[config.mk]
export PLATFORM = sky130hd
export DESIGN_NAME = imem_loader
export DESIGN_NICKNAME = d
export VERILOG_FILES = /design/src/rtl/loader_pkg.sv /design/src/rtl/loader_byte_shift.sv /design/src/rtl/imem_loader.sv
export SDC_FILE = /design/constraint.sdc
export NUM_CORES = 1
export LEC_CHECK = 0
export ABC_AREA = 0
export ABC_CLOCK_PERIOD_IN_PS = 5900
export CAP_MARGIN = 20
export CORE_MARGIN = 10
export CORE_UTILIZATION = 55
export DETAILED_ROUTE_END_ITERATION = 12
export PLACE_DENSITY = 0.76
export SKIP_LAST_GASP = 1
export SLEW_MARGIN = 20
export SYNTH_ARGS = -nofsm -noshare
export SYNTH_HDL_FRONTEND = slang
export SYNTH_SLANG_ARGS = --single-unit
[constraint.sdc]
create_clock -name clk -period 5.9 [get_ports clk]
set_input_delay 1.18 -clock clk [delete_from_list [all_inputs] [get_ports clk]]
set_output_delay 1.18 -clock clk [all_outputs]
set_load 0.02 [all_outputs]
[src/rtl/loader_pkg.sv]
// Shared constants and FSM state type for the serial program loader.
// SYNC opens a frame; ACK / NAK are the single-byte responses.
package loader_pkg;

    localparam logic [7:0] SYNC = 8'hA5;
    localparam logic [7:0] ACK  = 8'h06;
    localparam logic [7:0] NAK  = 8'h15;

    typedef enum logic [2:0] {
        IDLE,
        ADDR,
        COUNT,
        DATA,
        CSUM,
        RESP
    } state_e;

endpackage

[src/rtl/loader_byte_shift.sv]
// Little-endian 32-bit byte assembler shared by the ADDR, COUNT and DATA fields.
//   clk, rst  : clock, asynchronous active-low reset
//   clr_i     : restart assembly at byte 0 (wins over shift_i)
//   shift_i   : byte_i is accepted this cycle
//   byte_i    : incoming byte
//   cnt_o     : index of the byte position byte_i lands in
//   word_o    : assembled word including byte_i; meaningful while shift_i=1
module loader_byte_shift (
    input  logic        clk,
    input  logic        rst,
    input  logic        clr_i,
    input  logic        shift_i,
    input  logic [7:0]  byte_i,
    output logic [1:0]  cnt_o,
    output logic [31:0] word_o
);

    logic [31:0] word_q, word_d;
    logic [1:0]  cnt_q, cnt_d;

    // The current byte is merged combinationally so the owner can act on the
    // completed field in the same cycle the last byte is accepted.
    always_comb begin
        word_d = word_q;
        word_d[{cnt_q, 3'b000} +: 8] = byte_i;
        cnt_d = cnt_q + 2'd1;
    end

    always_ff @(posedge clk or negedge rst) begin
        if (!rst) begin
            word_q <= '0;
            cnt_q  <= '0;
        end else if (clr_i) begin
            word_q <= '0;
            cnt_q  <= '0;
        end else if (shift_i) begin
            word_q <= word_d;
            cnt_q  <= cnt_d;
        end
    end

    assign cnt_o  = cnt_q;
    assign word_o = word_d;

endmodule

[src/rtl/imem_loader.sv]
// Serial program loader: parses SYNC/ADDR/COUNT/PAYLOAD/CSUM frames from the
// UART receive path, writes payload words to instruction memory and answers
// ACK/NAK. Holds the CPU in reset while a frame is in flight.
//   clk, rst            : clock, asynchronous active-low reset
//   rx_data/valid/ready : byte stream from UART receiver
//   tx_data/valid/ready : response byte to UART transmitter
//   mem_addr/din/we     : memory word write port (registered, one-cycle we)
//   cpu_rst             : active-high CPU reset request
//   busy                : frame in progress
//   err                 : last frame failed (sticky until next SYNC)
module imem_loader
    import loader_pkg::*;
#(
    parameter int unsigned ADDR_WIDTH = 14,
    parameter bit          BOOT_HOLD  = 1'b0
) (
    input  logic                  clk,
    input  logic                  rst,
    input  logic [7:0]            rx_data,
    input  logic                  rx_valid,
    output logic                  rx_ready,
    output logic [7:0]            tx_data,
    output logic                  tx_valid,
    input  logic                  tx_ready,
    output logic [ADDR_WIDTH-1:0] mem_addr,
    output logic [31:0]           mem_din,
    output logic [3:0]            mem_we,
    output logic                  cpu_rst,
    output logic                  busy,
    output logic                  err
);

    state_e                state_q;
    logic [ADDR_WIDTH-1:0] waddr_q;
    logic                  misalign_q;
    logic [15:0]           count_q;
    logic [15:0]           idx_q;
    logic [7:0]            csum_q;
    logic [7:0]            tx_data_q;
    logic [ADDR_WIDTH-1:0] mem_addr_q;
    logic [31:0]           mem_din_q;
    logic [3:0]            mem_we_q;
    logic                  cpu_rst_q;
    logic                  err_q;

    logic                  acc;
    logic                  sh_clr, sh_shift;
    logic [1:0]            sh_cnt;
    logic [31:0]           sh_word;
    logic                  unused_word;

    assign acc      = rx_valid && rx_ready;
    assign sh_shift = acc && (state_q == ADDR || state_q == COUNT || state_q == DATA);
    // COUNT is only two bytes long, so the assembler is rewound after it.
    assign sh_clr   = (acc && state_q == IDLE && rx_data == SYNC)
                   || (acc && state_q == COUNT && sh_cnt == 2'd1);
    assign unused_word = ^sh_word;

    loader_byte_shift u_shift (
        .clk     (clk),
        .rst     (rst),
        .clr_i   (sh_clr),
        .shift_i (sh_shift),
        .byte_i  (rx_data),
        .cnt_o   (sh_cnt),
        .word_o  (sh_word)
    );

    always_ff @(posedge clk or negedge rst) begin
        if (!rst) begin
            state_q    <= IDLE;
            waddr_q    <= '0;
            misalign_q <= 1'b0;
            count_q    <= '0;
            idx_q      <= '0;
            csum_q     <= '0;
            tx_data_q  <= '0;
            mem_addr_q <= '0;
            mem_din_q  <= '0;
            mem_we_q   <= '0;
            cpu_rst_q  <= BOOT_HOLD;
            err_q      <= 1'b0;
        end else begin
            mem_we_q <= '0;
            unique case (state_q)
                IDLE: begin
                    if (acc && rx_data == SYNC) begin
                        state_q   <= ADDR;
                        csum_q    <= '0;
                        cpu_rst_q <= 1'b1;
                        err_q     <= 1'b0;
                    end
                end
                ADDR: begin
                    if (acc) begin
                        csum_q <= csum_q + rx_data;
                        if (sh_cnt == 2'd3) begin
                            waddr_q    <= sh_word[ADDR_WIDTH+1:2];
                            misalign_q <= (sh_word[1:0] != 2'b00);
                            state_q    <= COUNT;
                        end
                    end
                end
                COUNT: begin
                    if (acc) begin
                        csum_q <= csum_q + rx_data;
                        if (sh_cnt == 2'd1) begin
                            count_q <= sh_word[15:0];
                            idx_q   <= '0;
                            state_q <= (sh_word[15:0] == 16'd0) ? CSUM : DATA;
                        end
                    end
                end
                DATA: begin
                    if (acc) begin
                        csum_q <= csum_q + rx_data;
                        if (sh_cnt == 2'd3) begin
                            // Misaligned frames are still consumed but never written.
                            if (!misalign_q) begin
                                mem_we_q   <= 4'hF;
                                mem_addr_q <= waddr_q;
                                mem_din_q  <= sh_word;
                            end
                            waddr_q <= waddr_q + ADDR_WIDTH'(1);
                            idx_q   <= idx_q + 16'd1;
                            if (idx_q == count_q - 16'd1) begin
                                state_q <= CSUM;
                            end
                        end
                    end
                end
                CSUM: begin
                    if (acc) begin
                        tx_data_q <= (rx_data == csum_q && !misalign_q) ? ACK : NAK;
                        state_q   <= RESP;
                    end
                end
                RESP: begin
                    if (tx_ready) begin
                        state_q <= IDLE;
                        if (tx_data_q == ACK) begin
                            cpu_rst_q <= 1'b0;
                        end else begin
                            err_q <= 1'b1;
                        end
                    end
                end
                default: state_q <= IDLE;
            endcase
        end
    end

    assign rx_ready = (state_q != RESP);
    assign tx_valid = (state_q == RESP);
    assign busy     = (state_q != IDLE);
    assign tx_data  = tx_data_q;
    assign mem_addr = mem_addr_q;
    assign mem_din  = mem_din_q;
    assign mem_we   = mem_we_q;
    assign cpu_rst  = cpu_rst_q;
    assign err      = err_q;

endmodule

Word-level counts from Yosys, hierarchy flattened

Cells that the tools add are included.

Shift-type cells: 2
Eq/ne operators: 25
Bitwise gates (word level): 1
Add/sub/neg operators: 6
Reductions and logical operators: 32
Mux-type cells: 43

Operators with widths:

| kind                     | number |
|---|---|
| $mux W16                 | 4 |
| $mux W32                 | 2 |
| $mux W14                 | 4 |
| $mux W3                  | 11 |
| $bwmux W32               | 1 |
| $pmux W16 S2             | 1 |
| $shift A8 B7 Y32 const A | 1 |
| $shiftx A8 B7 Y32        | 1 |
| $pmux W14 S2             | 1 |
| $pmux W3 S6              | 1 |
| $add A16 B1 Y16 const B  | 1 |
| $eq A16 B16 Y1           | 1 |
| $logic_not A16 Y1        | 1 |
| $mux W4                  | 4 |
| $mux W8                  | 2 |
| $ne A2 B1 Y1 const B     | 8 |
| $pmux W8 S2              | 1 |
| $sub A16 B1 Y16 const B  | 1 |
| $add A14 B1 Y14 const B  | 1 |
| $reduce_and A4 Y1        | 3 |
| $reduce_bool A2 Y1       | 6 |
| $ne A2 B2 Y1 const B     | 5 |
| $reduce_and A10 Y1       | 1 |
| $reduce_and A5 Y1        | 2 |
| other kinds (25)         | 45 |

Input bits: 12
Register bits after elaboration: 152
Output and inout port bits: 63
Word-level logic and storage cells: 123

Longest topological paths before layout

Gate-level depths: netlist of run 1.

Depth after elaboration: 8
Gate-level depth with buffers: 10

By module

Synthesis of run 1 repeated with hierarchy kept, for this count alone.

Cell total of the unflattened synthesis: 761
Area total of the unflattened synthesis: 7734.9 um^2

Modules (own cells, without submodules):

| module            | sequential area each (um^2) | times used | area an instance (um^2) | cells an instance |
|---|---|---|---|---|
| imem_loader       | 2752.6                      | 1          | 5672.9                  | 560 |
| loader_byte_shift | 850.8                       | 1          | 2062.0                  | 201 |

Worst setup path before layout of run 1

OpenSTA, ideal clock, no wires.

Path type: input to register
Start: in rx_data[1]
End: reg state_q[1]
Path slack: 2.923 ns
Data required time: 5.771 ns
Setup time: 0.129 ns
Path buffers: 1
Cell stages on the path: 8
Data arrival time: 2.847 ns
Cell sequence: clkbuf_1 -> or2_2 -> a2bb2oi_1 -> nand4_1 -> or4_1 -> or3_1 -> o21ai_1 -> a21oi_1

Cells in the longest elaborated chain, start to end: 7
Elaborated cells on any way between the ends: 11

Ends and longest elaborated chain:

| item                   | line                    | RTL |
|---|---|---|
| start: declaration     | imem_loader.sv:19       | `input logic [7:0] rx_data,` |
| $shiftx A8 B7 Y32      | loader_byte_shift.sv:25 | `word_d[{cnt_q, 3'b000} +: 8] = byte_i;` |
| $bwmux W32             | loader_byte_shift.sv:25 |  |
| $logic_not A16 Y1      | imem_loader.sv:110      | `state_q <= (sh_word[15:0] == 16'd0) ? CSUM : DATA;` |
| $mux W3                | imem_loader.sv:110      |  |
| $mux W3                | imem_loader.sv:107      | `if (sh_cnt == 2'd1) begin` |
| $mux W3                | imem_loader.sv:105      | `if (acc) begin` |
| $pmux W3 S6            | imem_loader.sv:85       | `unique case (state_q)` |
| end signal: assignment | imem_loader.sv:110      |  |
| end: declaration       | imem_loader.sv:33       | `state_e state_q;` |

Parallel ways exist; a longest one is shown, timed or not. The select of a mux whose other input is x is not followed.
A chain may end at the register's enable or synchronous reset.

Worst setup path in the final report of run 1

Start: in rx_data[7]
End: reg state_q[1]

The elaborated chain is that of the path after synthesis.

==> key figures, run 1 <==
Placed design
  – GP Congestion: approximately 0.93
  – Dpl hpwl: 13600 µm
  – Port bufs: 70
  – Placed cell area: 8200 µm²

Worst setup path
  – Worst r2r src: u_shift.cnt_o[0]
  – Setup crit end kind: flip-flop
  – Reg-to-reg endpoint: state_q[1]
  – Number of buffers and inverters on the critical path: 1
  – Critical-path maximum fanout: 10
  – Top cell family by delay on the critical path: simple AND/OR/NAND/NOR gates
  – Worst Reg-to-Reg Cells: 9
  – CP max stage cell: clkdlybuf4s50_1
  – Worst EP required: 6180 ps
  – Worst R2R Setup Slack: 2510 ps
  – Setup Crit Path Kind: in2reg
  – Crit path top cell by count: a21oi_1
  – Max incr delay on CP: 650 ps
  – Worst EP arrival: 3730 ps
  – Critical Path Start Type: input port
  – Cells along the critical path: clkdlybuf4s50_1 > a21oi_1 > nand4_1 > or4_1 > or3_1 > o21ai_1 > a21oi_1

Logic synthesis
  – Synthesized instance count: 801
  – Post-Synth Adder-Cell Area: 3.12%
  – Flops & latches, synth: around 140
  – Post-synth top area cell: dfrtp_1
  – Mean post-synth cell area: around 9.3 µm²
  – Synth warnings: 0
  – Main combinational cell family by area after synthesis: simple AND/OR/NAND/NOR gates
  – Post-synth ARST share: 100%
  – Post-Synth XOR/XNOR Area: 4.81%
  – Synth Area in Simple Gates: 19.6%
  – Largest cells by area after synthesis: dfrtp_1 (48%), a21oi_1 (6.1%), nor2_1 (5.0%)
  – Top-area cell type share of the netlist area: 48.3%
  – Cell Area, Synth: 7460 µm²
  – Compound-cell area share of the yosys netlist: 17.4%
  – Number of enable flip-flop cells after synthesis: 0
  – Unique masters post-synth: 68
  – Mux cell area share after synthesis: 2.40%
  – Sequential fraction of the synthesis area: 48.3%
  – Top FF cell, synth: dfrtp_1

Final layout
  – N_diodes: 0
  – Multi-input combinational cell area: 3570 µm²
  – Fillers: ~1100
  – Design area: slightly below 9000 µm²
  – Most frequent cells in the layout: dfrtp_1 (144), nor2_1 (100), a21oi_1 (91)
  – Ratio of cells with drive above 1 in the final layout: 7.71%
  – Commonest non-fill, non-tap cell in the layout: dfrtp_1
  – Reg area: 3600 µm²
  – Nets: 873
  – Area Overhead vs Synth: 17.4%

GRT
  – Global-route wire length before repair: 32000 µm
  – Maximum number of pins on one net before global-route repair: between 100 and 150
  – Vias in the first global route: 6116
  – Initial antenna violation count: 0
  – Overflow left after global routing: 0
  – Global Route Usage Sum: ~21%

Die
  – Die Span X: 136 µm
  – Die height: 136 µm
  – Top Ports: 75
  – Starting Density: 56.3%
  – Die area: around 19000 µm²
  – Core area: 13200 µm²
  – Row count: 42

STA
  – Period Utilization, post-route: around three fifths
  – Crit path time final: 3440 ps
  – Max Freq: ~290 MHz
  – Worst hold slack: approximately 500 ps
  – Skew final: 13.1 ps
  – Slew Limit Fails: 0
  – RSZ-0062 raised after global routing: no
  – Setup Total Neg Slack: 0 ps
  – Actual slew at the worst max-slew pin: between 1000 and 1500 ps
  – Final hold violations: 0
  – Final setup vio count: 0
  – Max_slew headroom: 33.2%

Clocking
  – Clk slew on worst S/H paths: 60 ps
  – Post-CTS setup buffers: 0
  – Num CTS Buffers: 17
  – Skew-Pair Late Insertion Delay: 420 ps
  – CTS sink count: 144
  – H-tree Lvls: 4
  – CTS tree: built
  – CTS root buf: clkbuf_16
  – CTS Hold Bufs: 0
  – Max clock buf depth: 2
  – Cts repair resizes: 0

Routing
  – Post-route ant nets: 0
  – DRT Pass-1 Iters: 5
  – Routed WL per cell: 19.0 µm
  – DR vias/cell: 6.03
  – DRT iter0 DRCs: between 600 and 700
  – Drt total wl: just under 20000 µm
  – Residual DRC: 0
  – Via count: 6227

Job
  – Max Cap Violations: 0

Power and ir drop
  – Peak VDD IR: about 400 µV
  – Pwr/cell area: 568 nW/µm²
  – Pleak: 3.76 nW
  – Overall Power: 0.00498 W

Min path
  – Hold Crit Start: err
  – Hold Crit Class: reg2reg
  – Hold path depth: 2
  – Hold path endpoint: err

Outcome
  – Status: complete, no violations
[report_power, final]
| group | total, W | internal, W | switching (W) |
|---|---|---|---|
| clock | 0.000993 | 0.000586 | 0.000407 |
| combinational | 0.00225 | 0.000978 | 0.00128 |
| sequential | 0.00173 | 0.00138 | 0.000344 |
| total | 0.00498 | 0.00295 | 0.00203 |
[worst reg2reg max path: cells and delay by family, from the launching register on]
kind | cells | cell delay (ps)
and+or+nand+nor | 4 | 1490
AOI/OAI and AO/OA | 3 | 700
DFF | 1 | 530
adders and majority gates | 1 | 390
buffers and inverters | 1 | 160
[cells by family after synthesis]
logic type,Yosys count
and+or+nand+nor,295
AOI/OAI and AO/OA,214
DFF,144
buffers and inverters,72
xor gates and xnor gates,41
adders and majority gates,18
muxes,16
other,1
[flip-flops by register name, indices dropped and copies added (netlist names)]
| register | cells |
|---|---|
| count_q | 16 |
| cpu_rst | 1 |
| csum_q | 8 |
| err | 1 |
| idx_q | 16 |
| mem_addr | 14 |
| mem_din | 32 |
| mem_we | 1 |
| misalign_q | 1 |
| state_q | 3 |
| tx_data | 3 |
| u_shift.cnt_o | 2 |
| u_shift.word_q | 32 |
| waddr_q | 14 |
[through the flow]
| stage | worst slack (ps) | cells | utilization [%] |
|---|---|---|---|
| after floorplan | 2920 | 804 | - |
| after global placement | 2120 | 999 | 61.9 |
| after detailed placement | 2080 | 999 | 61.9 |
| after CTS | 2480 | 1031 | 66.0 |
| after global routing | 2340 | 1032 | 66.2 |
| final | 2460 | 1032 | 66.2 |
[routing by layer]
layer,GRT usage [%],wire length [µm]
met3,5.24,1270
met2,36.9,9960
met4,6.04,323
met1,26.0,8100
met5,0,0
[worst max path at each step]
stage	slack (ps)	from	depth (start not counted)	to
2_1_floorplan	2920	rx_data[1]	8	state_q[1]
3_3_place_gp	2120	rx_valid	6	state_q[0]
4_1_cts	2480	rx_data[1]	8	state_q[1]
6_report	2460	rx_data[7]	7	state_q[1]
3_5_place_dp	2080	rx_valid	5	csum_q[4]
5_1_grt	2340	u_shift.cnt_o[0]	9	state_q[0]
[final cells by class]
| cell class | count | area share (%) |
|---|---|---|
| sequential | 144 | 41.1 |
| inverter | 15 | 0.643 |
| multi-input combinational | 588 | 40.7 |
| timing repair buffer | 77 | 8.80 |
| clock buffer | 21 | 5.14 |
| clock inverter | 11 | 1.04 |
| tap | 176 | 2.51 |
[cells in the mapped netlist, drive strengths merged (5+ instances only)]
| library cell | number |
|---|---|
| dfrtp | 144 |
| nor2 | 100 |
| a21oi | 91 |
| nand2 | 67 |
| o21ai | 41 |
| clkbuf | 37 |
| nor2b | 36 |
| xor2 | 24 |
| buf | 20 |
| a211oi | 17 |
| ha | 17 |
| nor3 | 17 |
| xnor2 | 17 |
| a22oi | 16 |
| inv | 15 |
| mux2 | 15 |
| nand3 | 14 |
| nand4 | 13 |
| o22ai | 10 |
| or3 | 9 |
| and3 | 7 |
| nor4 | 6 |
| a22o | 5 |
Power figures use the tool's default switching activity.
==> run 2, diff against run 1 <==
- ABC_CLOCK_PERIOD_IN_PS: 5900 -> 3500
- clock period: 5.9 -> 3.5 ns (I/O delays scaled with it)
==> key figures, run 2 (synthesis results as in run 1) <==
Worst setup path
  – Critical path origin: u_shift.cnt_o[0]
  – Critical Path Start Type: flip-flop
  – Worst R2R Setup Slack: 290 ps
  – Cells along the critical path: inv_1 > ha_1 > and4b_1 > a21oi_1 > nand4_1 > or4_1 > or3_1 > o21ai_1 > a21oi_1
  – Setup crit end kind: flip-flop
  – Worst EP arrival: 3500 ps
  – Number of buffers and inverters on the critical path: 1
  – Critical-path maximum fanout: 9
  – Levels on crit path: 9
  – Worst Setup EP: state_q[1]
  – Setup Crit Path Kind: reg2reg
  – Worst EP required: 3780 ps
  – CP max stage cell: or4_1
  – Reg-to-reg endpoint: state_q[1]
  – Max incr delay on CP: 620 ps
  – Worst r2r src: u_shift.cnt_o[0]
  – Crit path top cell by count: a21oi_1
  – Worst Reg-to-Reg Cells: 9
  – Top cell family by delay on the critical path: simple AND/OR/NAND/NOR gates

Placed design
  – Worst slack at placement: 363 ps
  – Placed cell area: 8390 µm²
  – Dpl hpwl: 14000 µm
  – Port bufs: 70
  – GP Congestion: 0.903

Final layout
  – Commonest non-fill, non-tap cell in the layout: dfrtp_1
  – Fillers: 1065
  – Ratio of cells with drive above 1 in the final layout: between 10% and 20%
  – Nets: 896
  – Area Overhead vs Synth: 20.8%
  – Design area: 9010 µm²
  – Most frequent cells in the layout: dfrtp_1 (144), nor2_1 (100), a21oi_1 (91)
  – Core Util, Final: 68.0%
  – N_diodes: 0

Clocking
  – CTS Hold Bufs: 0
  – Post-CTS setup buffers: 0
  – CTS tree: built
  – Cts repair resizes: 0
  – Num CTS Buffers: 17
  – H-tree Lvls: 4
  – Skew-Pair Late Insertion Delay: between 400 and 500 ps
  – CTS root buf: clkbuf_16
  – Max clock buf depth: 2
  – CTS sink count: about 140
  – Clk slew on worst S/H paths: 60 ps

Routing
  – DRT Pass-1 Iters: 5
  – Drt total wl: 20000 µm
  – Post-route ant nets: 0
  – Residual DRC: 0
  – DR vias/cell: 6.01
  – Via count: 6340
  – Routed WL per cell: 18.9 µm
  – DRT iter0 DRCs: 467

GRT
  – Global Route Usage Sum: 21.8%
  – Initial antenna violation count: 0
  – Overflow left after global routing: 0
  – Vias in the first global route: 6225
  – Maximum number of pins on one net before global-route repair: 79
  – Global-route wire length before repair: 32200 µm

Die
  – Die Span X: 136 µm
  – Row count: 42
  – Starting Density: a little under three fifths
  – Core area: 13200 µm²
  – Die area: approximately 19000 µm²
  – Die height: 136 µm
  – Top Ports: 75

Power and ir drop
  – Pwr/cell area: 974 nW/µm²
  – Overall Power: 0.00877 W
  – Pleak: 3.90 nW
  – Peak VDD IR: 644 µV

STA
  – Period Utilization, post-route: 91.8%
  – Slew Limit Fails: 0
  – Final hold violations: 0
  – Actual slew at the worst max-slew pin: 813 ps
  – Skew final: 9.78 ps
  – RSZ-0062 raised after global routing: no
  – Final setup vio count: 0
  – Crit path time final: around 3200 ps
  – Worst Slack Setup Final: 286 ps
  – Max_slew headroom: 45.7%
  – Max Freq: between 300 and 400 MHz
  – Setup Total Neg Slack: 0 ps

Job
  – Max Cap Violations: 0

Outcome
  – Status: complete, no violations

Min path
  – Hold Crit Class: in2async
==> run 2: power by group <==
| group | total, W | internal [W] | leakage (nW) | switching [W] |
|---|---|---|---|---|
| registers | 0.00290 | 0.00233 | 1.80 | 0.000567 |
| logic | 0.00400 | 0.00177 | 1.81 | 0.00222 |
| clock network | 0.00188 | 0.00116 | 0.293 | 0.000714 |
| total | 0.00877 | 0.00527 | 3.90 | 0.00350 |
==> run 2: area by class of cell <==
cell class | count | area, µm² | share of cell area, %
Clock buffer | 20 | 457 | 5.07
Timing Repair Buffer | 100 | 952 | 10.6
Tap cell | 176 | 220 | 2.44
Inverter | 15 | 56.3 | 0.625
Sequential cell | 144 | 3600 | 40.0
Multi-Input combinational cell | 588 | 3560 | 39.5
Clock inverter | 12 | 158 | 1.75
==> run 2: how the worst min path moves through the flow <==
stage                 end  slack, ps  depth (start not counted)
2_1_floorplan  count_q[0]        400                          0
3_3_place_gp          err        480                          2
3_5_place_dp          err        500                          2
4_1_cts          idx_q[6]        350                          1
5_1_grt          idx_q[8]        350                          1
6_report         idx_q[6]        310                          1
==> run 2: layer usage <==
layer	vias up	track usage, %	share of wire [%]
met2	248	36.5	50
met4	0	7.57	2.3
met3	45	5.79	6.2
met5	-	0	0
met1	3106	26.5	41
li1	2941	-	-
==> run 2: through the flow <==
step	instances	hold WS [ps]
3_5_place_dp	1023	496
2_1_floorplan	804	404
3_3_place_gp	1023	477
4_1_cts	1055	350
6_report	1055	310
5_1_grt	1055	352
==> run 3, diff against run 2 <==
- DONT_BUFFER_PORTS: unset -> 1
- PLACE_DENSITY: 0.76 -> 0.69
==> key figures, run 3 (synthesis results as in run 1) <==
Worst setup path
  – Worst EP arrival: 3490 ps
  – Worst Reg-to-Reg Cells: 9
  – Worst r2r src: u_shift.cnt_o[0]
  – Worst Setup EP: state_q[1]
  – Reg-to-reg endpoint: state_q[1]
  – Worst R2R Setup Slack: 310 ps
  – Critical Path Start Type: flip-flop
  – Setup crit end kind: flip-flop
  – Critical path origin: u_shift.cnt_o[0]
  – Critical-path maximum fanout: 9
  – Setup Crit Path Kind: reg2reg
  – Worst EP required: 3810 ps

STA
  – Skew final: 11.5 ps
  – Final hold violations: 34
  – Slew Limit Fails: 0
  – Max Freq: 314 MHz
  – RSZ-0062 raised after global routing: no
  – Setup Total Neg Slack: 0 ps
  – Worst hold slack: -27.2 ps
  – Crit path time final: between 3000 and 4000 ps
  – Actual slew at the worst max-slew pin: around 700 ps
  – Max_slew headroom: between 50 and 60%
  – Period Utilization, post-route: 91.1%
  – Final setup vio count: 0

Routing
  – DRT iter0 DRCs: 519
  – Residual DRC: 0
  – Drt total wl: 19100 µm
  – DRT Pass-1 Iters: 5
  – Via count: slightly below 6000
  – DR vias/cell: 6.09
  – Routed WL per cell: a little under 20 µm
  – Post-route ant nets: 0

Final layout
  – Fillers: 1131
  – Commonest non-fill, non-tap cell in the layout: dfrtp_1
  – Reg area: 3600 µm²
  – N_diodes: 0
  – Ratio of cells with drive above 1 in the final layout: a little under a tenth
  – Nets: 812
  – Core Util, Final: 61.5%
  – Area Overhead vs Synth: 9.23%
  – Most frequent cells in the layout: dfrtp_1 (144), nor2_1 (100), a21oi_1 (91)
  – Design area: 8150 µm²
  – Multi-input combinational cell area: 3570 µm²

Clocking
  – H-tree Lvls: 4
  – Clk slew on worst S/H paths: 60 ps
  – Cts repair resizes: 0
  – Max clock buf depth: 2
  – Num CTS Buffers: 17
  – CTS root buf: clkbuf_16
  – CTS sink count: 144
  – Skew-Pair Late Insertion Delay: 430 ps
  – Post-CTS setup buffers: 0
  – CTS tree: built

Die
  – Row count: 42
  – Starting Density: a little under three fifths
  – Die area: 18600 µm²
  – Top Ports: 75
  – Die Span X: 136 µm
  – Core area: approximately 13000 µm²
  – Die height: between 100 and 150 µm

Outcome
  – Status: complete, but fails checks
  – Failing checks: negative hold slack

GRT
  – Initial antenna violation count: 0
  – Overflow left after global routing: 0
  – Global-route wire length before repair: between 30000 and 40000 µm
  – Maximum number of pins on one net before global-route repair: 145
  – Vias in the first global route: between 5000 and 6000
  – Global Route Usage Sum: 21.3%

Power and ir drop
  – Pleak: 3.52 nW
  – Overall Power: between 0.007 and 0.008 W
  – Pwr/cell area: 967 nW/µm²
  – Peak VDD IR: 644 µV

Placed design
  – Port bufs: 0
  – Dpl hpwl: 13100 µm
  – GP Congestion: approximately 0.84
  – Placed cell area: 7590 µm²

Min path
  – Hold Crit Class: in2async

Job
  – Max Cap Violations: 0
==> run 3: through the flow <==
stage          setup WS [ps]  instances
3_3_place_gp             482        939
4_1_cts                  321        970
2_1_floorplan            711        804
6_report                 313        970
3_5_place_dp             344        939
5_1_grt                  125        970
==> run 3: how the worst min path moves through the flow <==
stage / cells after the start / end
finish: 0 / idx_q[4]
global route: 0 / mem_din[18]
CTS: 0 / mem_addr[11]
detailed placement: 0 / idx_q[4]
global placement: 0 / idx_q[5]
floorplan: 0 / count_q[0]
==> run 3: final cells by class <==
type                            count  share of cell area (%)
Clock buffer                       19                    5.44
Clock inverter                     12                    1.37
Inverter                           15                   0.691
Multi-Input combinational cell    588                    43.8
Sequential cell                   144                    44.2
Tap cell                          176                    2.70
Timing Repair Buffer               16                    1.78
==> run 3: layer usage <==
| layer | track usage, % | vias up | wire length [µm] |
|---|---|---|---|
| met2 | 35.1 | 204 | 9480 |
| met5 | 0 | - | 0 |
| met3 | 6.57 | 33 | 1440 |
| li1 | - | 2788 | - |
| met1 | 26.0 | 2887 | 7850 |
| met4 | 6.92 | 0 | 359 |
==> run 3: critical path: stages (launching register included) <==
cell,delay (ps)
dfrtp_1,520
inv_1,170
ha_1,390
and4b_1,330
a21oi_1,440
nand4_1,140
or4_1,610
or3_1,330
o21ai_1,80
a21oi_1,50
==> run 3: where the power goes <==
group / switching [W] / leakage, nW / internal, W / total, W
Clock: 0.000719 / 0.259 / 0.000993 / 0.00171
Sequential: 0.000982 / 1.80 / 0.00233 / 0.00331
Combinational: 0.00161 / 1.47 / 0.00125 / 0.00286
